--- config.mk ---
export PLATFORM = sky130hd
export DESIGN_NAME = scalar_writeback_scheduler_flat
export DESIGN_NICKNAME = d
export VERILOG_FILES = /design/src/rtl/scalar_writeback_scheduler_if.sv /design/src/rtl/scalar_writeback_scheduler.sv /design/src/flat_wrapper.sv
export SDC_FILE = /design/constraint.sdc
export NUM_CORES = 1
export LEC_CHECK = 0
export CORE_MARGIN = 5
export CORE_UTILIZATION = 55
export CTS_BUF_LIST = sky130_fd_sc_hd__clkbuf_4 sky130_fd_sc_hd__clkbuf_8
export CTS_CLUSTER_DIAMETER = 50
export DETAILED_ROUTE_END_ITERATION = 8
export GPL_TIMING_DRIVEN = 0
export PLACE_DENSITY = 0.76
export SYNTH_ARGS = -nofsm -noshare
export SYNTH_HDL_FRONTEND = slang
export SYNTH_SLANG_ARGS = --single-unit
--- constraint.sdc ---
create_clock -name clk_i -period 2.24 [get_ports clk_i]
set_input_delay 0.448 -clock clk_i [delete_from_list [all_inputs] [get_ports clk_i]]
set_output_delay 0.448 -clock clk_i [all_outputs]
set_load 0.01 [all_outputs]
--- src/rtl/scalar_writeback_scheduler_if.sv ---
// Issue/writeback bundle between the issue stage and the writeback scheduler.
// slave is the scheduler side; master is the issue/consumer side.
interface scalar_writeback_scheduler_if #(
  parameter int unsigned TAG_W = 5,
  parameter int unsigned DEPTH = 34
);
  localparam int unsigned CNT_W = $clog2(DEPTH + 1);

  logic               issue_valid_i;
  logic [2:0]         functional_unit_i;
  logic [TAG_W-1:0]   issue_tag_i;
  logic               kill_i;
  logic               issue_ready_o;
  logic               wb_valid_o;
  logic [TAG_W-1:0]   wb_tag_o;
  logic [2:0]         wb_unit_o;
  logic               div_busy_o;
  logic [CNT_W-1:0]   inflight_o;

  modport slave (
    input  issue_valid_i, functional_unit_i, issue_tag_i, kill_i,
    output issue_ready_o, wb_valid_o, wb_tag_o, wb_unit_o, div_busy_o, inflight_o
  );

  modport master (
    output issue_valid_i, functional_unit_i, issue_tag_i, kill_i,
    input  issue_ready_o, wb_valid_o, wb_tag_o, wb_unit_o, div_busy_o, inflight_o
  );
endinterface

--- src/rtl/scalar_writeback_scheduler.sv ---
// Writeback-port scheduler for the scalar units: reserves the shared writeback
// slot at issue time, stalls on slot collisions and a busy divider.
module scalar_writeback_scheduler #(
  parameter int unsigned TAG_W       = 5,
  parameter int unsigned DEPTH       = 34,
  parameter int unsigned LAT_ALU     = 1,
  parameter int unsigned LAT_MUL     = 2,
  parameter int unsigned LAT_DIV     = 34,
  parameter logic [2:0]  UNIT_ALU    = 3'd0,
  parameter logic [2:0]  UNIT_BRANCH = 3'd1,
  parameter logic [2:0]  UNIT_MUL    = 3'd2,
  parameter logic [2:0]  UNIT_DIV    = 3'd3
) (
  input logic                          clk_i,
  input logic                          rsn_i,
  scalar_writeback_scheduler_if.slave  sched_if
);

  localparam int unsigned CNT_W = $clog2(DEPTH + 1);
  localparam int unsigned IDX_W = (DEPTH > 1) ? $clog2(DEPTH) : 1;

  typedef struct packed {
    logic             valid;
    logic [TAG_W-1:0] tag;
    logic [2:0]       unit;
  } res_t;

  res_t             r_res [DEPTH];
  logic             r_div_busy;
  logic [CNT_W-1:0] r_inflight;

  logic [CNT_W-1:0] w_lat;
  logic [IDX_W-1:0] w_chk_idx;
  logic [IDX_W-1:0] w_wr_idx;
  logic             w_slot_busy;
  logic             w_div_block;
  logic             w_ready;
  logic             w_grant;
  logic             w_flush;
  logic             w_div_retire;

  // Latency decode; unknown unit codes behave like the ALU.
  always_comb begin
    w_lat = CNT_W'(LAT_ALU);
    case (sched_if.functional_unit_i)
      UNIT_ALU, UNIT_BRANCH: w_lat = CNT_W'(LAT_ALU);
      UNIT_MUL:              w_lat = CNT_W'(LAT_MUL);
      UNIT_DIV:              w_lat = CNT_W'(LAT_DIV);
      default:               w_lat = CNT_W'(LAT_ALU);
    endcase
  end

  // Slot L is the one that lands at L-1 on the next edge, i.e. our target.
  always_comb begin
    w_chk_idx   = '0;
    w_slot_busy = 1'b0;
    if (32'(w_lat) < DEPTH) begin
      w_chk_idx   = IDX_W'(w_lat);
      w_slot_busy = r_res[w_chk_idx].valid;
    end
  end

  assign w_wr_idx     = IDX_W'(w_lat - CNT_W'(1));
  assign w_div_block  = (sched_if.functional_unit_i == UNIT_DIV) & r_div_busy;
  assign w_ready      = rsn_i & ~sched_if.kill_i & ~w_slot_busy & ~w_div_block;
  assign w_grant      = sched_if.issue_valid_i & w_ready;
  assign w_flush      = ~rsn_i | sched_if.kill_i;
  assign w_div_retire = r_res[0].valid & (r_res[0].unit == UNIT_DIV);

  always_ff @(posedge clk_i) begin
    if (w_flush) begin
      for (int k = 0; k < DEPTH; k++) r_res[k] <= '0;
      r_div_busy <= 1'b0;
      r_inflight <= '0;
    end else begin
      for (int k = 0; k < DEPTH - 1; k++) r_res[k] <= r_res[k+1];
      r_res[DEPTH-1] <= '0;
      if (w_grant) begin
        r_res[w_wr_idx] <= '{valid: 1'b1,
                             tag:   sched_if.issue_tag_i,
                             unit:  sched_if.functional_unit_i};
      end
      // Clear is not bypassed: a new DIV waits one cycle past the writeback.
      if (w_grant && (sched_if.functional_unit_i == UNIT_DIV)) begin
        r_div_busy <= 1'b1;
      end else if (w_div_retire) begin
        r_div_busy <= 1'b0;
      end
      r_inflight <= r_inflight + CNT_W'(w_grant) - CNT_W'(r_res[0].valid);
    end
  end

  assign sched_if.issue_ready_o = w_ready;
  assign sched_if.wb_valid_o    = r_res[0].valid;
  assign sched_if.wb_tag_o      = r_res[0].tag;
  assign sched_if.wb_unit_o     = r_res[0].unit;
  assign sched_if.div_busy_o    = r_div_busy;
  assign sched_if.inflight_o    = r_inflight;

endmodule
--- src/flat_wrapper.sv ---
// flat-port wrapper written by rule: the top's interface ports become plain ports
module scalar_writeback_scheduler_flat 
#(
  parameter int unsigned TAG_W       = 5,
  parameter int unsigned DEPTH       = 34,
  parameter int unsigned LAT_ALU     = 1,
  parameter int unsigned LAT_MUL     = 2,
  parameter int unsigned LAT_DIV     = 34,
  parameter logic [2:0]  UNIT_ALU    = 3'd0,
  parameter logic [2:0]  UNIT_BRANCH = 3'd1,
  parameter logic [2:0]  UNIT_MUL    = 3'd2,
  parameter logic [2:0]  UNIT_DIV    = 3'd3
)
  (clk_i, rsn_i, sched_if_issue_valid_i, sched_if_functional_unit_i, sched_if_issue_tag_i, sched_if_kill_i, sched_if_issue_ready_o, sched_if_wb_valid_o, sched_if_wb_tag_o, sched_if_wb_unit_o, sched_if_div_busy_o, sched_if_inflight_o);
  scalar_writeback_scheduler_if #(.TAG_W(TAG_W), .DEPTH(DEPTH)) sched_if_i ();
  input logic clk_i;
  input logic rsn_i;
  input wire logic [$bits(sched_if_i.issue_valid_i)-1:0] sched_if_issue_valid_i;
  input wire logic [$bits(sched_if_i.functional_unit_i)-1:0] sched_if_functional_unit_i;
  input wire logic [$bits(sched_if_i.issue_tag_i)-1:0] sched_if_issue_tag_i;
  input wire logic [$bits(sched_if_i.kill_i)-1:0] sched_if_kill_i;
  output wire logic [$bits(sched_if_i.issue_ready_o)-1:0] sched_if_issue_ready_o;
  output wire logic [$bits(sched_if_i.wb_valid_o)-1:0] sched_if_wb_valid_o;
  output wire logic [$bits(sched_if_i.wb_tag_o)-1:0] sched_if_wb_tag_o;
  output wire logic [$bits(sched_if_i.wb_unit_o)-1:0] sched_if_wb_unit_o;
  output wire logic [$bits(sched_if_i.div_busy_o)-1:0] sched_if_div_busy_o;
  output wire logic [$bits(sched_if_i.inflight_o)-1:0] sched_if_inflight_o;
  assign sched_if_i.issue_valid_i = sched_if_issue_valid_i;
  assign sched_if_i.functional_unit_i = sched_if_functional_unit_i;
  assign sched_if_i.issue_tag_i = sched_if_issue_tag_i;
  assign sched_if_i.kill_i = sched_if_kill_i;
  assign sched_if_issue_ready_o = sched_if_i.issue_ready_o;
  assign sched_if_wb_valid_o = sched_if_i.wb_valid_o;
  assign sched_if_wb_tag_o = sched_if_i.wb_tag_o;
  assign sched_if_wb_unit_o = sched_if_i.wb_unit_o;
  assign sched_if_div_busy_o = sched_if_i.div_busy_o;
  assign sched_if_inflight_o = sched_if_i.inflight_o;
  scalar_writeback_scheduler #(.TAG_W(TAG_W), .DEPTH(DEPTH), .LAT_ALU(LAT_ALU), .LAT_MUL(LAT_MUL), .LAT_DIV(LAT_DIV), .UNIT_ALU(UNIT_ALU), .UNIT_BRANCH(UNIT_BRANCH), .UNIT_MUL(UNIT_MUL), .UNIT_DIV(UNIT_DIV)) u_core (.clk_i(clk_i), .rsn_i(rsn_i), .sched_if(sched_if_i));
endmodule
==> key figures, run 1 <==
Outcome
  • Status: complete, no violations

Final layout
  • Antenna cells: 0
  • Area Overhead vs Synth: 16.8%
  • Share of cells above drive strength 1: 13.9%
  • Finished Layout Cells: 1,053
  • Final Util: 65.3%
  • Post-layout net count: 829

Detailed routing
  • DR vias: between 4,000 and 5,000
  • Routed Antenna Nets: 0
  • Vias per cell: 4.50
  • First-pass DRT Iterations: 4
  • Top sig layer: met4
  • Avg WL per Cell: approximately 12 microns
  • Initial drt markers: 184
  • DR WL met2: 6300 microns
  • Met1 wire length: approximately 6000 microns
  • Drt total wl: 13,200 microns
  • DR WL met3: 464 microns
  • Residual DRC: 0

Logic synthesis
  • Post-synth EDFFs: 0
  • #FFs+latches synth: 313
  • Post-synth top area cell: dfxtp_1
  • Yosys warns: 0
  • Yosys cell types: 36
  • Post-synth top flop: dfxtp_1
  • Async SR Flop Fraction: 0%
  • Share of the synthesized area in the top cell type: 70.6%
  • Post-Syn Nets: 754
  • Register area share after synthesis: 70.6%
  • Top cells by count, synth: 313 x dfxtp_1, 286 x and2_1, 24 x clkbuf_2
  • Mapped Area: 8880 sq um
  • Most frequent cell after synthesis: dfxtp_1
  • Area contributors post-synth: dfxtp_1 71%, and2_1 20%, clkbuf_2 1.4%
  • Syn_area_per_cell: 12.1 sq um
  • Post-Syn Instances: 735

Pwr
  • Flop pwr share: 54.3%
  • Internal power: 8.23 mW
  • Peak VDD IR: around 800 uV
  • Sw Share: 20.0%
  • Net Switching: approximately 2.1 mW
  • Leakage power: 4.36 nW
  • Clk pwr share: 43.2%
  • Power Density: ~990 nW/um^2
  • Combinational cell fraction of total power: 2.4%

Critical path
  • CP Cell Sequence: clkdlybuf4s50_1 -> nor2b_1 -> buf_4 -> buf_12 -> nand2_1 -> nor2_2 -> ha_2 -> inv_1 -> fa_2 -> nor2b_1 -> o21a_1 -> o21a_1 -> nor3_1
  • CP max stage delay: 470 ps
  • Cell family with most CP delay: buffers and inverters
  • Setup crit end kind: register
  • CP max FO: 19
  • Slowest stage cell, crit path: clkdlybuf4s50_1
  • Critical Path Source Type: input pin
  • Setup CP Type: input pin to register
  • Req. time, crit path: 2670 ps
  • CP bufs+invs: 4
  • CP Data Arrival Time: 2580 ps

Timing
  • Final setup margin: 88.2 ps
  • Final setup TNS: 0 ps
  • Endpoints failing hold: 0
  • Post-route minimum period: 2150 ps
  • Setup Skew: 13.6 ps
  • Maximum clock rate: 465 MHz
  • Setup-failing EPs final: 0
  • RSZ-0062 raised after global routing: no
  • Final Max Tran Viols: 0
  • Period utilisation layout: 96.1%

Placed design
  • Dpl cells: approximately 1,000
  • Port Buf Inserts: 28
  • Detailed placer's ending HPWL: between 8000 and 9000 microns
  • GP Congestion: ~0.77
  • DP Worst Slack: -817 ps

Floorplan
  • Die width: 137 microns
  • Die area: about 19,000 sq um
  • Die Ht: 137 microns
  • I/O pin count: 29
  • # rows: 46
  • Starting density of the core: a little under three fifths
  • CORE AREA: about 16,000 sq um

Global routing
  • Initial antenna violation count: 0
  • Vias in the first global route: 4,967
  • Largest net degree at the start of global routing: 20
  • Total track usage: 15.2%
  • First-pass GRT wire length: between 20,000 and 25,000 microns
  • Total congestion overflow: 0

Clock network
  • CTS root buffer: clkbuf_8
  • Clk Latency, worst-skew pair: 530 ps
  • CTS H-Tree Depth: 2
  • Clock buffer depth: 3
  • CTS tree: yes
  • Worst-path clk slew: about 60 ps
  • Total CTS buffers: 45
  • Clock Sinks: about 310

Job
  • Maxcap violations: 0

Min path
  • Hold Crit Class: register to register
[layout by cell type (no fill, tap or decap), types with 2 or more instances in the layout]
| cell type | synthesis | final |
|---|---|---|
| a211o_1 | 2 | 2 |
| a21oi_1 | 3 | 3 |
| and2_1 | 286 | 286 |
| and3_1 | 4 | 4 |
| buf_2 | 4 | 2 |
| buf_4 | 3 | 3 |
| clkbuf_1 | 5 | 4 |
| clkbuf_2 | 24 | 25 |
| clkbuf_4 | 0 | 19 |
| clkbuf_8 | 0 | 54 |
| clkdlybuf4s50_1 | 0 | 27 |
| clkinvlp_4 | 0 | 2 |
| dfxtp_1 | 313 | 313 |
| ha_1 | 6 | 5 |
| inv_1 | 8 | 8 |
| mux2i_1 | 6 | 6 |
| nand2_1 | 17 | 17 |
| nand2b_1 | 2 | 2 |
| nand3_1 | 7 | 7 |
| nor2_1 | 15 | 14 |
| nor2b_1 | 2 | 2 |
| nor3_1 | 2 | 2 |
| nor3b_1 | 2 | 2 |
| nor4_1 | 2 | 2 |
| o211ai_1 | 3 | 3 |
| o21a_1 | 2 | 2 |
| o21ai_0 | 3 | 2 |
| xor2_1 | 2 | 2 |
[final cells by class]
| class | count | area, sq um |
|---|---|---|
| well taps | 216 | 270 |
| fillers | 1236 | 5510 |
| multi-input cells | 377 | 2400 |
| clock inverters | 3 | 45.0 |
| inverters | 8 | 30.0 |
| plain buffers | 36 | 213 |
| repair buffers | 29 | 283 |
| clock buffers | 71 | 865 |
| flip-flops and latches | 313 | 6270 |
[worst register-to-register path, stage by stage, from the launching register on]
cell and delay [ps]:
dfxtp_1 410, mux2i_1 100, o21ai_1 200, nor2_2 60
ha_2 200, inv_1 70, fa_2 210, nor2b_1 50
o21a_1 180, o21a_1 170, nor3_1 140
[stage by stage]
stage          instance area [sq um]  total power, mW  hold slack [ps]
2_1_floorplan                   8880             5.86              406
3_3_place_gp                    9440             5.95              407
3_5_place_dp                    9440             5.96              411
4_1_cts                        10400             10.4              422
5_1_grt                        10400             10.7              435
6_report                       10400             10.3              419
[power groups by stage]
stage | registers, mW | clock network [mW] | logic, mW
2_1_floorplan | 5.72 | 0 | 0.139
3_3_place_gp | 5.72 | 0 | 0.236
3_5_place_dp | 5.72 | 0 | 0.245
4_1_cts | 5.60 | 4.58 | 0.249
5_1_grt | 5.59 | 4.86 | 0.277
6_report | 5.60 | 4.45 | 0.249
[worst paths after layout]
check        slack [ps]                       endpoint  cells past startpoint           startpoint
min                 420            u_core.r_res[24][6]                      1  u_core.r_res[25][6]
max reg2reg         370  u_core.sched_if.inflight_o[4]                     10   u_core.r_res[2][8]
max                  90  u_core.sched_if.inflight_o[4]                     13                rsn_i
min reg2reg         420            u_core.r_res[24][6]                      1  u_core.r_res[25][6]
[metal layers]
metal  vias up  GRT usage [%]
li1       2404              -
met1      2243           18.8
met2        62           24.7
met3        32           3.90
met4         0           7.71
met5         -              0
[repair_timing]
item                                   in CTS  in global routing
resized for setup                           6                  8
hold buffers                                0                  0
cloned                                      0                  0
setup buffers                               1                  0
endpoints found under the hold margin       0                  0
setup endpoints to repair                   3                  2
[logic make-up after synthesis]
kind of cell	count (synthesis)	share of synthesized area (%)
buffers and inverters	45	2.51
DFF	313	70.6
muxes	6	0.676
xor gates and xnor gates	2	0.197
other	1	0.0422
AOI/OAI and AO/OA	15	1.13
adders and majority gates	7	1.07
and+or+nand+nor	346	23.8
[flip-flops by register name (all words and copies together) (netlist names)]
| register | cells |
|---|---|
| u_core.r_res | 306 |
| u_core.sched_if.inflight_o | 6 |
| u_core.sched_if.div_busy_o | 1 |
No activity file was read; power rests on OpenSTA's default activity.
==> run 2: changes to the inputs <==
Settings changed: GPL_ROUTABILITY_DRIVEN set to 0, RECOVER_POWER set to 50.
==> run 2 against run 1 <==
  * Register-to-register slack improved by 30 ps
  * Die area unchanged
  * Count of clock-buffer cells in the layout unchanged
  * Sequential share of layout area increased by 0.34 points
  * Critical path depth unchanged
  * First-iteration DRC count decreased by 7.6%
  * Fmax increased by 0.77%
  * Cell count unchanged
  * Critical endpoint unchanged
  * Largest power group unchanged
==> key figures, run 2 (same netlist as run 1, synthesis figures left out) <==
Global routing
  • Total track usage: 15.2% (unchanged)
  • Total congestion overflow: 0 (unchanged)
  • First-pass GRT wire length: 23,000 microns (unchanged)
  • Initial antenna violation count: 0 (unchanged)
  • Vias in the first global route: 4,967 (unchanged)
  • Largest net degree at the start of global routing: 20 (unchanged)

Pwr
  • Clk pwr share: 43.3% (was 43.2%)
  • Peak VDD IR: 797 uV (about the same)
  • Power Density: 998 nW/um^2 (was 993 nW/um^2)
  • Internal power: 8.22 mW (was 8.23 mW)
  • Combinational cell fraction of total power: 2.3% (was 2.4%)
  • Flop pwr share: 54.4% (was 54.3%)
  • Net Switching: 2.07 mW (was 2.06 mW)
  • Leakage power: 4.21 nW (was 4.36 nW)
  • Sw Share: 20.1% (was 20.0%)

Final layout
  • Share of cells above drive strength 1: 11.4% (was 13.9%)
  • Highest-count cells in the layout ignoring fill and taps: 313 x dfxtp_1, 202 x and2_1, 84 x and2_0 (was 313 x dfxtp_1, 286 x and2_1, 54 x clkbuf_8)
  • Antenna cells: 0 (unchanged)
  • Number of flip-flops in the largest register: 306 (unchanged)
  • Finished Layout Cells: 1,053 (unchanged)
  • Commonest non-fill, non-tap cell in the layout: dfxtp_1 (unchanged)
  • Area Overhead vs Synth: 16.1% (was 16.8%)
  • Largest register by flop count: u_core.r_res (unchanged)
  • Post-layout net count: 829 (unchanged)

Clock network
  • Post-CTS Hold Fix Bufs: 0 (unchanged)
  • CTS H-Tree Depth: 2 (unchanged)
  • Clock Sinks: 313 (unchanged)
  • CTS tree: yes (unchanged)
  • Clk Latency, worst-skew pair: 530 ps (about the same)
  • CTS root buffer: clkbuf_8 (unchanged)
  • Worst-path clk slew: 60 ps (about the same)
  • Total CTS buffers: 45 (unchanged)
  • Clock buffer depth: 3 (unchanged)

Timing
  • Setup Skew: 7.97 ps (was 13.6 ps)
  • Maximum clock rate: 468 MHz (was 465 MHz)
  • Worst slew margin: between 60 and 70%
  • RSZ-0062 raised after global routing: no (unchanged)
  • Final setup margin: 105 ps (was 88.2 ps)
  • Final Max Tran Viols: 0 (unchanged)
  • Actual slew at the worst max-slew pin: 529 ps
  • Period utilisation layout: 95.3% (was 96.1%)
  • Endpoints failing hold: 0 (unchanged)
  • Post-route minimum period: 2140 ps (was 2150 ps)
  • Setup-failing EPs final: 0 (unchanged)

Critical path
  • Flop2flop setup slack: 400 ps (was 370 ps)
  • Req. time, crit path: 2660 ps (was 2670 ps)
  • R2r endpoint: u_core.sched_if.inflight_o[4] (unchanged)
  • CP max FO: 19 (unchanged)
  • Critical Path Source Type: input pin (unchanged)
  • CP max stage delay: 470 ps (about the same)
  • Crit path depth: 13 (unchanged)
  • FF-to-FF path depth: 10 (unchanged)
  • CP Data Arrival Time: 2560 ps (was 2580 ps)
  • Origin of the worst setup path: rsn_i (unchanged)
  • Setup CP Type: input pin to register (unchanged)
  • FF-to-FF Start: u_core.sched_if.inflight_o[0] (was u_core.r_res[2][8])
  • CP Cell Sequence: clkdlybuf4s50_1 -> nor2b_1 -> buf_4 -> buf_12 -> nand2_1 -> nor2_2 -> ha_2 -> inv_1 -> fa_2 -> nor2b_1 -> o21a_1 -> o21a_1 -> nor3_1 (unchanged)
  • Cell family with most CP delay: buffers and inverters (unchanged)
  • Setup crit end kind: register (unchanged)
  • CP bufs+invs: 4 (unchanged)
  • Slowest stage cell, crit path: clkdlybuf4s50_1 (unchanged)
  • CP Capture Point: u_core.sched_if.inflight_o[4] (unchanged)

Detailed routing
  • Avg WL per Cell: 12.5 microns (about the same)
  • DR vias: 4,767 (was 4,741)
  • Residual DRC: 0 (unchanged)
  • Drt total wl: 13,200 microns (about the same)
  • Routed Antenna Nets: 0 (unchanged)
  • Vias per cell: 4.53 (was 4.50)
  • First-pass DRT Iterations: 4 (unchanged)
  • Initial drt markers: 170 (was 184)

Min path
  • Hold Crit Class: register to register (unchanged)

Floorplan
  • Die area: 18,800 sq um (unchanged)
  • I/O pin count: 29 (unchanged)
  • Starting density of the core: 55.9% (unchanged)
  • CORE AREA: 15,900 sq um (unchanged)
  • # rows: 46 (unchanged)
  • Die Ht: 137 microns (unchanged)
  • Die width: 137 microns (unchanged)

Placed design
  • Dpl cells: 979 (unchanged)
  • DP Worst Slack: -817 ps (unchanged)
  • Detailed placer's ending HPWL: 8350 microns (unchanged)
  • Port Buf Inserts: 28 (unchanged)

Job
  • Maxcap violations: 0 (unchanged)

Outcome
  • Status: complete, no violations (unchanged)
run 2: worst register-to-register path: cells and delay by family (launching register included):
kind | cells | cell delay, ps
AOI/OAI and AO/OA | 2 | 260
adders and majority gates | 3 | 820
buffers and inverters | 3 | 170
DFF | 1 | 330
and+or+nand+nor | 2 | 160
run 2: worst min-delay path by stage:
stage	to	startpoint	cells after the start	slack, ps
2_1_floorplan	u_core.r_res[10][0]	u_core.r_res[11][0]	1	410
3_3_place_gp	u_core.r_res[21][3]	u_core.r_res[22][3]	1	410
3_5_place_dp	u_core.r_res[24][6]	u_core.r_res[25][6]	1	410
4_1_cts	u_core.r_res[24][6]	u_core.r_res[25][6]	1	420
5_1_grt	u_core.r_res[20][3]	u_core.r_res[21][3]	1	440
6_report	u_core.r_res[24][6]	u_core.r_res[25][6]	1	420
run 2: per-layer routing:
layer	global-route usage, %	wire, microns
met5	0	0
met4	7.71	412
met3	3.90	587
met2	24.7	6310
met1	18.8	5860
run 2: stage by stage:
stage | hold slack, ps | setup TNS (ps) | area, sq um | utilization (%) | power [mW]
final | 419 | 0 | 10300 | 64.9 | 10.3
after global routing | 435 | 0 | 10300 | 64.9 | 10.7
after CTS | 422 | 0 | 10400 | 65.2 | 10.4
after detailed placement | 411 | -3440 | 9440 | 59.4 | 5.96
after global placement | 407 | -3070 | 9440 | 59.4 | 5.95
after floorplan | 406 | 0 | 8880 | - | 5.86
run 2: cell type report:
cell class,count,area (sq um)
Tap cell,216,270
Clock buffer,71,865
Fill cell,1251,5570
Inverter,8,30.0
Clock inverter,3,45.0
Multi-Input combinational cell,377,2370
Timing Repair Buffer,29,279
Buffer,36,184
Sequential cell,313,6270
run 2: power groups by stage:
stage / Combinational [mW] / Sequential [mW] / Clock (mW)
after floorplan: 0.139 / 5.72 / 0
after global placement: 0.236 / 5.72 / 0
after detailed placement: 0.245 / 5.72 / 0
after CTS: 0.249 / 5.60 / 4.58
after global routing: 0.269 / 5.59 / 4.86
final: 0.240 / 5.60 / 4.46
run 2: what timing repair did:
| item | CTS | global route |
|---|---|---|
| setup endpoints to repair | 3 | 2 |
| setup buffers | 1 | 0 |
| gates resized for setup | 6 | 8 |
| cloned | 0 | 0 |
